File: src/rtl/vga_pkg.sv
// Shared VGA pipeline definitions: data widths, timing constants, the
// see-through colour and the sprite fetch FSM encoding.
package vga_pkg;

  localparam int RGB_W = 12;
  localparam int CNT_W = 11;

  localparam int H_ACTIVE      = 800;
  localparam int H_TOTAL       = 1056;
  localparam int V_ACTIVE      = 600;
  localparam int V_TOTAL_LINES = 628;

  localparam logic [RGB_W-1:0] TRANSPARENT_RGB = 12'h000;

  typedef enum logic [1:0] {
    IDLE  = 2'd0,
    FETCH = 2'd1,
    DRAIN = 2'd2,
    READY = 2'd3
  } fetch_state_t;

endpackage

File: src/rtl/sprite_line_buffer.sv
// One sprite row of pixels: synchronous write from the ROM side,
// asynchronous read for the display path.
module sprite_line_buffer #(
  parameter int DEPTH = 64,
  parameter int AW    = 6,
  parameter int DW    = 12
) (
  input  logic          i_pclk,
  input  logic          i_we,
  input  logic [AW-1:0] i_waddr,
  input  logic [DW-1:0] i_wdata,
  input  logic [AW-1:0] i_raddr,
  output logic [DW-1:0] o_rdata
);

  logic [DW-1:0] r_mem [DEPTH];

  always_ff @(posedge i_pclk) begin
    if (i_we) r_mem[i_waddr] <= i_wdata;
  end

  assign o_rdata = r_mem[i_raddr];

endmodule

File: src/rtl/sprite_line_fetch.sv
// Fetches the next line's sprite row from the image ROM during hblank and
// overlays it on the background stream with a fixed one-cycle latency.
module sprite_line_fetch
  import vga_pkg::*;
#(
  parameter int          SPRITE_W    = 64,
  parameter int          SPRITE_H    = 64,
  parameter int          ROM_LAT     = 2,
  parameter int          ADDR_W      = 12,
  parameter int          V_TOTAL     = V_TOTAL_LINES,
  parameter logic [11:0] TRANSPARENT = TRANSPARENT_RGB
) (
  input  logic              pclk,
  input  logic              rst,
  input  logic [10:0]       hcount_in,
  input  logic [10:0]       vcount_in,
  input  logic              hblnk_in,
  input  logic              vblnk_in,
  input  logic              hs_in,
  input  logic              vs_in,
  input  logic [11:0]       rgb_in,
  input  logic [11:0]       xpos,
  input  logic [11:0]       ypos,
  output logic [ADDR_W-1:0] rom_addr,
  input  logic [11:0]       rom_data,
  output logic [10:0]       hcount,
  output logic [10:0]       vcount,
  output logic              hblnk,
  output logic              vblnk,
  output logic              hs_out,
  output logic              vs_out,
  output logic [11:0]       rgb_out,
  output logic              busy,
  output logic              overrun,
  output logic [1:0]        fsm_state
);

  localparam int COL_W = $clog2(SPRITE_W);
  localparam int LAT_W = $clog2(ROM_LAT + 1);

  fetch_state_t      r_state, w_state_next;
  logic [COL_W-1:0]  r_col;
  logic [ADDR_W-1:0] r_base;
  logic [LAT_W-1:0]  r_lat_cnt;
  logic              r_line_valid;
  logic [11:0]       r_x_lat, r_y_lat;
  logic [ROM_LAT:0]  r_we_pipe;
  logic [COL_W-1:0]  r_col_pipe [ROM_LAT+1];

  logic              w_hblnk_rise, w_hblnk_fall, w_vblnk_rise;
  logic [11:0]       w_next12;
  logic [12:0]       w_next13, w_y13, w_row13, w_h13, w_x13;
  logic              w_in_rows, w_in_cols, w_show;
  logic              w_start, w_abort, w_issue;
  logic [COL_W-1:0]  w_rd_addr;
  logic [11:0]       w_pix;

  // The registered timing outputs double as the previous-sample edge detectors.
  assign w_hblnk_rise = hblnk_in & ~hblnk;
  assign w_hblnk_fall = ~hblnk_in & hblnk;
  assign w_vblnk_rise = vblnk_in & ~vblnk;

  assign w_next12  = (vcount_in == 11'(V_TOTAL - 1)) ? 12'd0 : {1'b0, vcount_in} + 12'd1;
  assign w_next13  = {1'b0, w_next12};
  assign w_y13     = {1'b0, r_y_lat};
  assign w_in_rows = (w_next13 >= w_y13) && (w_next13 < w_y13 + 13'(SPRITE_H));
  assign w_row13   = w_next13 - w_y13;

  always_comb begin
    w_state_next = r_state;
    w_start      = 1'b0;
    w_abort      = 1'b0;
    w_issue      = 1'b0;
    unique case (r_state)
      IDLE, READY: begin
        if (w_hblnk_rise) begin
          if (w_in_rows) begin
            w_state_next = FETCH;
            w_start      = 1'b1;
          end else begin
            w_state_next = IDLE;
          end
        end
      end
      FETCH: begin
        if (w_hblnk_fall) begin
          w_abort      = 1'b1;
          w_state_next = IDLE;
        end else begin
          w_issue = 1'b1;
          if (r_col == COL_W'(SPRITE_W - 1)) w_state_next = DRAIN;
        end
      end
      DRAIN: begin
        if (w_hblnk_fall) begin
          w_abort      = 1'b1;
          w_state_next = IDLE;
        end else if (r_lat_cnt == LAT_W'(ROM_LAT - 1)) begin
          w_state_next = READY;
        end
      end
      default: w_state_next = IDLE;
    endcase
  end

  always_ff @(posedge pclk) begin
    if (rst) begin
      r_state      <= IDLE;
      r_col        <= '0;
      r_base       <= '0;
      r_lat_cnt    <= '0;
      r_line_valid <= 1'b0;
      r_x_lat      <= '0;
      r_y_lat      <= '0;
      rom_addr     <= '0;
      overrun      <= 1'b0;
    end else begin
      r_state <= w_state_next;
      overrun <= w_abort;
      if (w_vblnk_rise) begin
        r_x_lat <= xpos;
        r_y_lat <= ypos;
      end
      if (w_start) begin
        r_col  <= '0;
        r_base <= ADDR_W'({w_row13, {COL_W{1'b0}}});
      end else if (w_issue) begin
        rom_addr <= r_base | ADDR_W'(r_col);
        r_col    <= r_col + 1'b1;
      end
      if (r_state == DRAIN) r_lat_cnt <= r_lat_cnt + 1'b1;
      else                  r_lat_cnt <= '0;
      if (w_abort || w_hblnk_rise) r_line_valid <= 1'b0;
      else if (r_state == READY)   r_line_valid <= 1'b1;
    end
  end

  // Write strobe and column travel alongside the ROM so each word lands in its own slot.
  always_ff @(posedge pclk) begin
    if (rst) begin
      r_we_pipe <= '0;
      for (int i = 0; i <= ROM_LAT; i++) r_col_pipe[i] <= '0;
    end else begin
      r_we_pipe     <= {r_we_pipe[ROM_LAT-1:0], w_issue};
      r_col_pipe[0] <= r_col;
      for (int i = 1; i <= ROM_LAT; i++) r_col_pipe[i] <= r_col_pipe[i-1];
    end
  end

  sprite_line_buffer #(
    .DEPTH(SPRITE_W),
    .AW   (COL_W),
    .DW   (12)
  ) u_line_buffer (
    .i_pclk (pclk),
    .i_we   (r_we_pipe[ROM_LAT]),
    .i_waddr(r_col_pipe[ROM_LAT]),
    .i_wdata(rom_data),
    .i_raddr(w_rd_addr),
    .o_rdata(w_pix)
  );

  assign w_h13     = {2'b00, hcount_in};
  assign w_x13     = {1'b0, r_x_lat};
  assign w_in_cols = (w_h13 >= w_x13) && (w_h13 < w_x13 + 13'(SPRITE_W));
  assign w_rd_addr = COL_W'({1'b0, hcount_in} - r_x_lat);
  assign w_show    = r_line_valid && !hblnk_in && !vblnk_in && w_in_cols && (w_pix != TRANSPARENT);

  always_ff @(posedge pclk) begin
    if (rst) begin
      hcount  <= '0;
      vcount  <= '0;
      hblnk   <= 1'b0;
      vblnk   <= 1'b0;
      hs_out  <= 1'b0;
      vs_out  <= 1'b0;
      rgb_out <= '0;
    end else begin
      hcount  <= hcount_in;
      vcount  <= vcount_in;
      hblnk   <= hblnk_in;
      vblnk   <= vblnk_in;
      hs_out  <= hs_in;
      vs_out  <= vs_in;
      rgb_out <= w_show ? w_pix : rgb_in;
    end
  end

  assign busy      = (r_state == FETCH) || (r_state == DRAIN);
  assign fsm_state = r_state;

endmodule

File: config.mk
export PLATFORM = sky130hd
export DESIGN_NAME = sprite_line_fetch
export DESIGN_NICKNAME = d
export VERILOG_FILES = /design/src/rtl/vga_pkg.sv /design/src/rtl/sprite_line_buffer.sv /design/src/rtl/sprite_line_fetch.sv
export SDC_FILE = /design/constraint.sdc
export NUM_CORES = 1
export LEC_CHECK = 0
export CAP_MARGIN = 20
export CELL_PAD_IN_SITES_DETAIL_PLACEMENT = 0
export CELL_PAD_IN_SITES_GLOBAL_PLACEMENT = 2
export CORE_MARGIN = 2
export CORE_UTILIZATION = 50
export CTS_CLUSTER_DIAMETER = 100
export CTS_CLUSTER_SIZE = 20
export DETAILED_ROUTE_END_ITERATION = 12
export HOLD_SLACK_MARGIN = 0.05
export PLACE_DENSITY = 0.81
export SLEW_MARGIN = 20
export SYNTH_ARGS = -nofsm -noshare
export SYNTH_HDL_FRONTEND = slang
export SYNTH_SLANG_ARGS = --single-unit
File: constraint.sdc
create_clock -name pclk -period 10.85 [get_ports pclk]
set_clock_uncertainty 0.1 [all_clocks]
set_input_delay 1.6275 -clock pclk [delete_from_list [all_inputs] [get_ports pclk]]
set_output_delay 1.6275 -clock pclk [all_outputs]
set_load 0.02 [all_outputs]
==> Word level (Yosys, flattened, before mapping) <==
Memories as Yosys holds them, arrays and structs flattened.
Cells that the tools add are included.
W data, S select, Z words.
{ "totals": {"reg_bits": 95, "ram_bits": 786, "in_bits": 76, "out_inout_bits": 54, "wordCells": 94, "memories": 2} }
{ "mem_list": {"columns": ["memory", "depth", "word_bits", "read_ports", "rd_clocked_by_memory_dff", "write_ports", "line", "source"], "rows": [
  ["u_line_buffer.r_mem", 64, 12, 1, 0, 1, "sprite_line_buffer.sv:16", "logic [DW-1:0] r_mem [DEPTH];"],
  ["r_col_pipe", 3, 6, 3, 0, 3, "sprite_line_fetch.sv:48", "logic [COL_W-1:0] r_col_pipe [ROM_LAT+1];"]
]} }
{ "classes": {"add_sub_neg": 7, "order_cmp": 4, "n_eq_ne": 9, "mux": 24, "bitwise": 12, "n_reduce_logical": 19} }
{ "op_table": {"columns": ["operator", "n"], "rows": [
  ["$add A12 B7 Y13 const B", 2],
  ["$mux W12", 2],
  ["$mux W6", 3],
  ["$lt A11 B13 Y1", 1],
  ["$lt A12 B13 Y1", 1],
  ["$mux W1", 13],
  ["$add A11 B1 Y12 const B", 1],
  ["$ge A11 B12 Y1", 1],
  ["$ge A12 B12 Y1", 1],
  ["$or A12 B6 Y12", 1],
  ["$reduce_bool A12 Y1", 1],
  ["$sub A6 B6 Y6", 2],
  ["$eq A11 B10 Y1 const B", 1],
  ["$mux W2", 5],
  ["$reduce_or A2 Y1", 5],
  ["$add A6 B1 Y6 const B", 1],
  ["$eq A6 B6 Y1 const B", 1],
  ["$logic_and A1 B1 Y1", 6],
  ["$ne A3 B3 Y1 const B", 2],
  ["$pmux W2 S3", 1],
  ["$not A1 Y1", 5],
  ["$eq A2 B1 Y1 const B", 2],
  ["$eq A2 B2 Y1 const B", 2],
  ["$and A1 B1 Y1", 3],
  ["8 further kinds", 12]
]} }

==> Logic depth before layout (Yosys ltp) <==
Gate-level depths: netlist of run 1.
{ "depth": {"word_depth": 9, "mapped_depth": 19, "ltp_nobuf": 16} }

==> Cells and area by module <==
From an unflattened synthesis of run 1, not the netlist that was laid out.
{ "hier_totals": {"hier_cells": 1966, "area_unflattened_um2": 35236.3} }
{ "modules_own_cells": {"columns": ["mod", "instances", "cells_per_inst", "area_per_inst_um2", "seq_area_each_um2"], "rows": [
  ["sprite_line_buffer", 1, 1327, 29610.9, 23062.1],
  ["sprite_line_fetch", 1, 639, 5625.4, 2262.2]
]} }

==> Least setup slack after synthesis of run 1 <==
Ideal clock, no wire load.
{ "synth_timing": {"path_kind": "input to register", "startpoint": "input port vcount_in[2]", "endpoint": "register rom_addr[0]", "setup_time_ns": 0.128, "arrival_time_ns": 5.463, "t_required_ns": 10.622, "path_slack_ns": 5.160, "cell_stages": 17, "path_buffers": 2, "path_cell_list": "buf_2 -> nor3_1 -> nand3_1 -> nor4_1 -> nor2_1 -> ha_1 -> nor2b_1 -> o21ai_0 -> a31oi_1 -> o21a_1 -> nor2_1 -> maj3_1 -> o31a_1 -> o41ai_1 -> buf_2 -> mux2i_1 -> nor2_1"} }
{ "synth_via": {"elab_chain_cells": 9, "word_cells_on_any_way": 11, "cone_classes": "1 x add/sub; 2 x order compare; 1 x eq/ne; 4 x mux; 1 x bitwise; 2 x reduce/logical"} }
{ "synth_rtl": {"columns": ["item", "line", "source"], "rows": [
  ["from (decl)", "sprite_line_fetch.sv:16", "input logic [10:0] vcount_in,"],
  ["$add A11 B1 Y12 or $eq A11 B10 Y1 (tied branches)", "sprite_line_fetch.sv:63", "assign w_next12 = (vcount_in == 11'(V_TOTAL - 1)) ? 12'd0 : {1'b0, vcount_in} + 12'd1;"],
  ["$mux W12 (*)", "sprite_line_fetch.sv:63", null],
  ["$lt A12 B13 Y1 or $ge A12 B12 Y1 (tied branches)", "sprite_line_fetch.sv:66", "assign w_in_rows = (w_next13 >= w_y13) && (w_next13 < w_y13 + 13'(SPRITE_H));"],
  ["$logic_and A1 B1 Y1 (*)", "sprite_line_fetch.sv:66", null],
  ["$mux W1 (*)", "sprite_line_fetch.sv:77", "if (w_in_rows) begin"],
  ["$mux W1 (*)", "sprite_line_fetch.sv:76", "if (w_hblnk_rise) begin"],
  ["$mux W1 (*)", "sprite_line_fetch.sv:74", "unique case (r_state)"],
  ["$not A1 Y1 (no source line) (*)", null, null],
  ["$reduce_and A2 Y1 (no source line) (*)", null, null],
  ["to (signal assigned)", "sprite_line_fetch.sv:128", "rom_addr <= r_base | ADDR_W'(r_col);"],
  ["to (decl)", "sprite_line_fetch.sv:24", "output logic [ADDR_W-1:0] rom_addr,"]
]} }
Mark *: on every way between the ends. The rest lies on a longest branch, timed or not.
A chain may end at the register's enable or synchronous reset.

==> Worst setup path in the final report of run 1 <==
{ "layout_timing": {"startpoint": "input port hcount_in[0]", "endpoint": "register rgb_out[0]"} }
{ "layout_via": {"elab_chain_cells": 5, "word_cells_on_any_way": 9, "cone_classes": "1 x add/sub; 2 x order compare; 1 x mux; 4 x reduce/logical; 1 x memory"} }
{ "layout_rtl": {"columns": ["item", "line", "source"], "rows": [
  ["from (decl)", "sprite_line_fetch.sv:15", "input logic [10:0] hcount_in,"],
  ["$sub A6 B6 Y6, or another cell as far along", "sprite_line_fetch.sv:166", "assign w_rd_addr = COL_W'({1'b0, hcount_in} - r_x_lat);"],
  ["$mem_v2 Z64 W12 or $logic_and A1 B1 Y1 (tied branches)", null, null],
  ["$reduce_bool A12 Y1 or $logic_and A1 B1 Y1 (tied branches)", "sprite_line_fetch.sv:167", "assign w_show = r_line_valid && !hblnk_in && !vblnk_in && w_in_cols && (w_pix != TRANSPARENT);"],
  ["$logic_and A1 B1 Y1", "sprite_line_fetch.sv:167", null],
  ["$mux W12 (*)", "sprite_line_fetch.sv:185", "rgb_out <= w_show ? w_pix : rgb_in;"],
  ["to (signal assigned)", "sprite_line_fetch.sv:185", null],
  ["to (decl)", "sprite_line_fetch.sv:32", "output logic [11:0] rgb_out,"]
]} }
Marks and branches as above.

==> flow_summary.yaml, run 1 <==
global_routing:
  gr-total-overflow: 0
  grt_usage: 0.226
  antenna_found_initial: 1
  grt_pass1_wl_mm: 122
  grt_pass1_vias: 18300
  grt_start_max_net_pins: 121
clock_network:
  cts_tree: "done"
  cts_setup_buffers: 0
  cts_max_path_buffers: 3
  cts_num_sinks: 881
  cts_root_buffer: "clkbuf_16"
  holdBufCountCts: 0
  htree_levels: 2
  clk_pin_slew_ns: 0.09
  clock_latency_ns: 0.64
  cts_resized: 0
  cts_buffers: 50
worst_setup_path:
  crit_buf_inv: 4
  required_ns: 11.31
  rr_endpoint: "rgb_out[0]"
  criticalPathCategory: "in -> reg"
  reg2reg_depth: 13
  crit_family: "simple AND/OR/NAND/NOR gates"
  crit_slowest_cell: "fa_4"
  path_max_fanout: 106
  r2r_start: "r_x_lat[0]"
  arrival_ns: 6.87
  crit_cells: 15
  endpoint_kind: "flop"
  crit_chain: "clkdlybuf4s50_1 -> inv_1 -> ha_4 -> inv_1 -> fa_4 -> buf_12 -> mux4_2 -> mux2i_1 -> mux2i_1 -> o211ai_1 -> nand4_1 -> mux2_2 -> or4_4 -> or4b_1 -> o211ai_1"
  crit_path_start_kind: "primary input"
  rrSetupSlack_ns: 5.61
  startpoint: "hcount_in[0]"
  cpPeakStageDelay_ns: 0.81
  setup.worst_path.end: "rgb_out[0]"
floorplan:
  fp.dieW_um: 269
  initial_utilization: 0.504
  dieArea_um2: 72500
  die_height_um: 269
  coreArea_um2: 69800
  top_level_ports: 130
  core.rowCount: 97
yosys:
  syn_inst: 1936
  yosys_register_bits: 881
  seq_area_frac_synth: 0.720
  avgSynthCellArea_um2: 18.2
  async_flop_share: 0
  synth_edf_count: 768
  yosys_warnings: 0
  syn_nets: 2054
  synthFlopType: "edfxtp_1"
  ys_types: 61
  syn_area_um2: 35200
sta:
  fmax_ghz: 0.156
  finalSetupTns_ns: 0
  worstMarginPinSlew_ns: 1.16
  fin_crit_sh: 0.591
  rsz0062_at_grt: "no"
  maxSlewHeadroom: 0.207
  finalCriticalPeriod_ns: 6.41
  setup_viol: 0
  hold_violations: 0
  finalMaxSlewViolations: 0
routing:
  via_per_inst: 5.91
  antenna_left: 0
  dr.pass1.iters: 7
  drtIter0Drc: 1637
  drc: 0
  wl_per_cell_um: 26.8
  wl_mm: 81.9
  dr_total_vias: 18000
power_and_ir_drop:
  leakagePower_nw: 12.6
  peakVddDrop_uv: 133
  pwr_density_cell_nw_per_um2: 165
worst_hold_path:
  hold_path_class: "reg -> reg"
place:
  portBuffers: 129
  placedCellCount: 2979
  place_area_um2: 37800
  place.gp.congestion: 0.823
  dp_hpwl_mm: 49.0
cells_and_area:
  drive_gt1_frac: 0.183
  regArea_um2: 25300
  layout.cells.most_common: "edfxtp_1"
  final_cell_mix: "edfxtp_1 (768), mux4_2 (203), nand2_1 (119), clkdlybuf4s50_1 (116), dfxtp_1 (113)"
  stdcell_count: 3052
  fin_area_um2: 39200
  fill_cells: 5365
  nets: 2210
  multiInputGateArea_um2: 9290
  area_growth_pct: 11.5
outcome:
  status: "completed"
flow_run:
  maxCapViolations: 0
==> state kept, by name, summed over array words and instances, names as in the netlist <==
name,flops
u_line_buffer.r_mem,768
r_col_pipe,18
r_x_lat,12
r_y_lat,12
rgb_out,12
rom_addr,12
hcount,11
vcount,11
r_base,6
r_col,6
r_we_pipe,3
fsm_state,2
r_lat_cnt,2
hblnk,1
hs_out,1
overrun,1
r_line_valid,1
vblnk,1
vs_out,1
==> worst min path at each step <==
stage,start,cells after the start,slack [ns],endpoint
after floorplan,r_lat_cnt[0],1,0.30,r_lat_cnt[0]
after global placement,r_lat_cnt[0],1,0.31,r_lat_cnt[0]
after detailed placement,r_lat_cnt[0],1,0.32,r_lat_cnt[0]
after CTS,r_lat_cnt[0],1,0.33,r_lat_cnt[0]
after global routing,r_lat_cnt[0],1,0.37,r_lat_cnt[0]
final,r_lat_cnt[0],1,0.33,r_lat_cnt[0]
==> power breakdown <==
group / leakage [nW] / switching [mW] / internal [mW]
registers: 7.83 / 0.0130 / 3.69
clock network: 0.660 / 1.04 / 0.863
logic: 4.14 / 0.509 / 0.366
total: 12.6 / 1.56 / 4.92
==> layout make-up <==
class / count / share of cell area
clock inverters: 3 / 0.000829
inverters: 40 / 0.00383
flip-flops and latches: 881 / 0.646
well taps: 940 / 0.0300
multi-input cells: 911 / 0.237
repair buffers: 208 / 0.0487
diodes: 1 / 0.0000638
clock buffers: 68 / 0.0342
==> through the flow <==
| step | util | setup WS [ns] | hold WS (ns) | power [mW] |
|---|---|---|---|---|
| global route | 0.562 | 4.22 | 0.367 | 6.70 |
| finish | 0.562 | 4.44 | 0.334 | 6.48 |
| global placement | 0.542 | 3.85 | 0.305 | 4.66 |
| CTS | 0.561 | 4.49 | 0.331 | 6.54 |
| floorplan | - | 5.16 | 0.297 | 4.34 |
| detailed placement | 0.542 | 3.83 | 0.316 | 4.67 |
==> synth_stat cells (8+ instances only) <==
library cell | instances | share of area
nand2b_1 | 9 | 0.0016
xor2_1 | 8 | 0.0020
a31oi_1 | 11 | 0.0020
mux4_2 | 203 | 0.13
buf_4 | 16 | 0.0034
a21oi_1 | 44 | 0.0063
mux2i_1 | 82 | 0.023
a211oi_1 | 11 | 0.0023
nand3_1 | 38 | 0.0054
ha_1 | 40 | 0.014
xnor2_1 | 18 | 0.0045
clkbuf_1 | 39 | 0.0042
nor3_1 | 24 | 0.0034
nor2b_1 | 49 | 0.0087
edfxtp_1 | 768 | 0.66
and2_1 | 8 | 0.0014
nor2_1 | 109 | 0.012
nand2_1 | 119 | 0.013
o21ai_0 | 18 | 0.0026
nor4b_1 | 10 | 0.0025
buf_2 | 37 | 0.0053
a311o_1 | 11 | 0.0031
o211ai_1 | 9 | 0.0019
dfxtp_1 | 113 | 0.064
inv_1 | 40 | 0.0043
nand4_1 | 9 | 0.0016
==> logic make-up after synthesis <==
family / share of synthesized area
xor gates and xnor gates: 0.00694
DFF: 0.720
adders and majority gates: 0.0159
and+or+nand+nor: 0.0565
buffers and inverters: 0.0195
muxes: 0.156
AOI/OAI and AO/OA: 0.0257
==> worst reg2reg max path, delay by kind of cell (launching register included) <==
family	cells	cell delay (ns)
AOI/OAI and AO/OA	2	0.43
muxes	4	1.41
DFF	1	0.38
adders and majority gates	2	0.95
buffers and inverters	2	0.58
and+or+nand+nor	3	1.31
==> routing by layer <==
metal  share of wire  up-vias  GRT usage
met4           0.017        0     0.0495
met5               0        -          0
met3           0.055       82     0.0280
met1            0.44     9468      0.329
li1                -     7915          -
met2            0.49      559      0.371
Power figures use the tool's default switching activity.
==> run 2, diff against run 1 <==
Settings changed: CORE_UTILIZATION 50 to 42, PLACE_DENSITY 0.81 to 0.72.
Clock period 10.85 ns to 5.65 ns, I/O delays scaled along.
==> run 2 against run 1 <==
Sequential power rose by 92%. Utilization down 7.8 points. Highest routed layer is now met5. Combinational power increased by 120%. Final cell count increased by 7.9%. Cell area increased by 2.8%. Sequential share of layout area decreased by 1.7 points. Global-route usage down 2.5 points. Register-to-register slack worse by 4.8 ns. Setup slack worse by 4.0 ns. First-iteration DRC count up 17%.
==> flow_summary.yaml, run 2 (same netlist as run 1, synthesis figures left out) <==
outcome:
  status: "completed"
worst_setup_path:
  crit_chain: "clkdlybuf4s50_1 -> inv_1 -> ha_4 -> inv_1 -> fa_4 -> buf_12 -> buf_12 -> mux4_2 -> mux2i_1 -> mux2i_1 -> o211ai_1 -> nand4_1 -> mux2_2 -> or4_4 -> buf_4 -> nor4b_1 -> a311o_1"
  arrival_ns: 5.71
  reg2reg_depth: 15
  crit_slowest_cell: "fa_4"
  path_max_fanout: 14
  criticalPathCategory: "in -> reg"
  cpPeakStageDelay_ns: 0.84
  crit_path_start_kind: "primary input"
  required_ns: 6.12
  endpoint_kind: "flop"
routing:
  top_layer: "met5"
  drc: 0
  routed-wl-met2_mm: 41.2
  wl_per_cell_um: 26.3
  dr_total_vias: 18500
  wl_mm: 86.8
  dr.pass1.iters: 5
  drtIter0Drc: 1908
  wl_met1_mm: 37.8
  antenna_left: 0
  met3_length_mm: 5.67
  via_per_inst: 5.63
clock_network:
  cts_num_sinks: 881
  cts_tree: "done"
  holdBufCountCts: 0
  htree_levels: 2
  cts_buffers: 50
  cts_resized: 0
  cts_max_path_buffers: 3
  cts_root_buffer: "clkbuf_16"
  cts_setup_buffers: 0
  clock_latency_ns: 0.62
  clk_pin_slew_ns: 0.09
floorplan:
  top_level_ports: 130
  dieArea_um2: 86100
  coreArea_um2: 83300
  core.rowCount: 106
  die_height_um: 293
  fp.dieW_um: 293
  initial_utilization: 0.422
cells_and_area:
  fin_area_um2: 40300
  multiInputGateArea_um2: 9280
  final_cell_mix: "edfxtp_1 (768), mux4_2 (203), buf_4 (164), nand2_1 (119), clkdlybuf4s50_1 (116)"
  stdcell_count: 3293
  fill_cells: 6948
  drive_gt1_frac: 0.220
  layout.cells.most_common: "edfxtp_1"
  reg_top3: "u_line_buffer.r_mem x768, r_col_pipe x18"
  diodes: 0
  regMostFlops: "u_line_buffer.r_mem"
  area_growth_pct: 14.6
  regArea_um2: 25300
  largest_reg_flops: 768
  nets: 2308
place:
  portBuffers: 129
  placedCellCount: 3218
  place_area_um2: 38900
  dp_hpwl_mm: 55.3
  place.gp.congestion: 0.825
  place_ws_ns: -0.222
global_routing:
  antenna_found_initial: 1
  gr-total-overflow: 0
  grt_pass1_wl_mm: 128
  grt_pass1_vias: 18800
  grt_usage: 0.202
  grt_start_max_net_pins: 86
sta:
  fin_crit_sh: 0.928
  worstMarginPinSlew_ns: 1.04
  rsz0062_at_grt: "no"
  hold_violations: 0
  timing.final.ws_setup_ns: 0.409
  fmax_ghz: 0.191
  finalCriticalPeriod_ns: 5.24
  finalMaxSlewViolations: 0
  setup_viol: 0
  maxSlewHeadroom: 0.307
power_and_ir_drop:
  leakagePower_nw: 13.2
  peakVddDrop_uv: 257
  pwr_density_cell_nw_per_um2: 319
worst_hold_path:
  hold_path_class: "reg -> reg"
  hold_depth: 1
flow_run:
  maxCapViolations: 0
run 2: cell types whose count changed in the layout (fill, tap and decap cells not counted), moves of 2 or more:
cell,change
buf_4,+82
buf_2,+5
clkbuf_16,+2
buf_12,+12
run 2: worst max-delay path: cells and delay by family:
family,cells,cell delay (ns)
buffers and inverters,6,1.10
AOI/OAI and AO/OA,2,0.49
muxes,4,1.15
and+or+nand+nor,3,1.08
adders and majority gates,2,0.99
run 2: area by class of cell:
type,instances,area share
clock buffers,71,0.0346
clock inverters,4,0.00118
inverters,40,0.00372
multi-input cells,911,0.230
flip-flops and latches,881,0.628
well taps,1080,0.0335
repair buffers,306,0.0685
run 2: routing by layer:
layer  vias up  GRT usage
met4         2     0.0500
met1      9685      0.287
li1       8110          -
met2       645      0.325
met3       103     0.0337
met5         -          0
run 2: per-stage QoR:
step                      power [mW]  setup TNS [ns]  hold WS, ns   util
after CTS                       13.0               0        0.328  0.484
after floorplan                 8.34               0        0.297      -
after global routing            13.3               0        0.358  0.484
after detailed placement        9.24           -1.54        0.314  0.467
final                           12.9               0        0.325  0.484
after global placement          9.22           -1.01        0.306  0.467
run 2: report_power, final:
part | internal, mW | switching (mW) | leakage (nW)
Sequential | 7.09 | 0.0244 | 7.83
Clock | 1.76 | 2.04 | 0.699
Combinational | 0.884 | 1.08 | 4.66
Total | 9.74 | 3.14 | 13.2
run 2: path summary, 6_finish.rpt:
kind                     start            to  slack (ns)
setup / recovery  hcount_in[0]    rgb_out[4]        0.41
hold / removal    r_lat_cnt[0]  r_lat_cnt[0]        0.32
setup reg to reg    r_x_lat[0]    rgb_out[4]        0.81
hold reg to reg   r_lat_cnt[0]  r_lat_cnt[0]        0.32
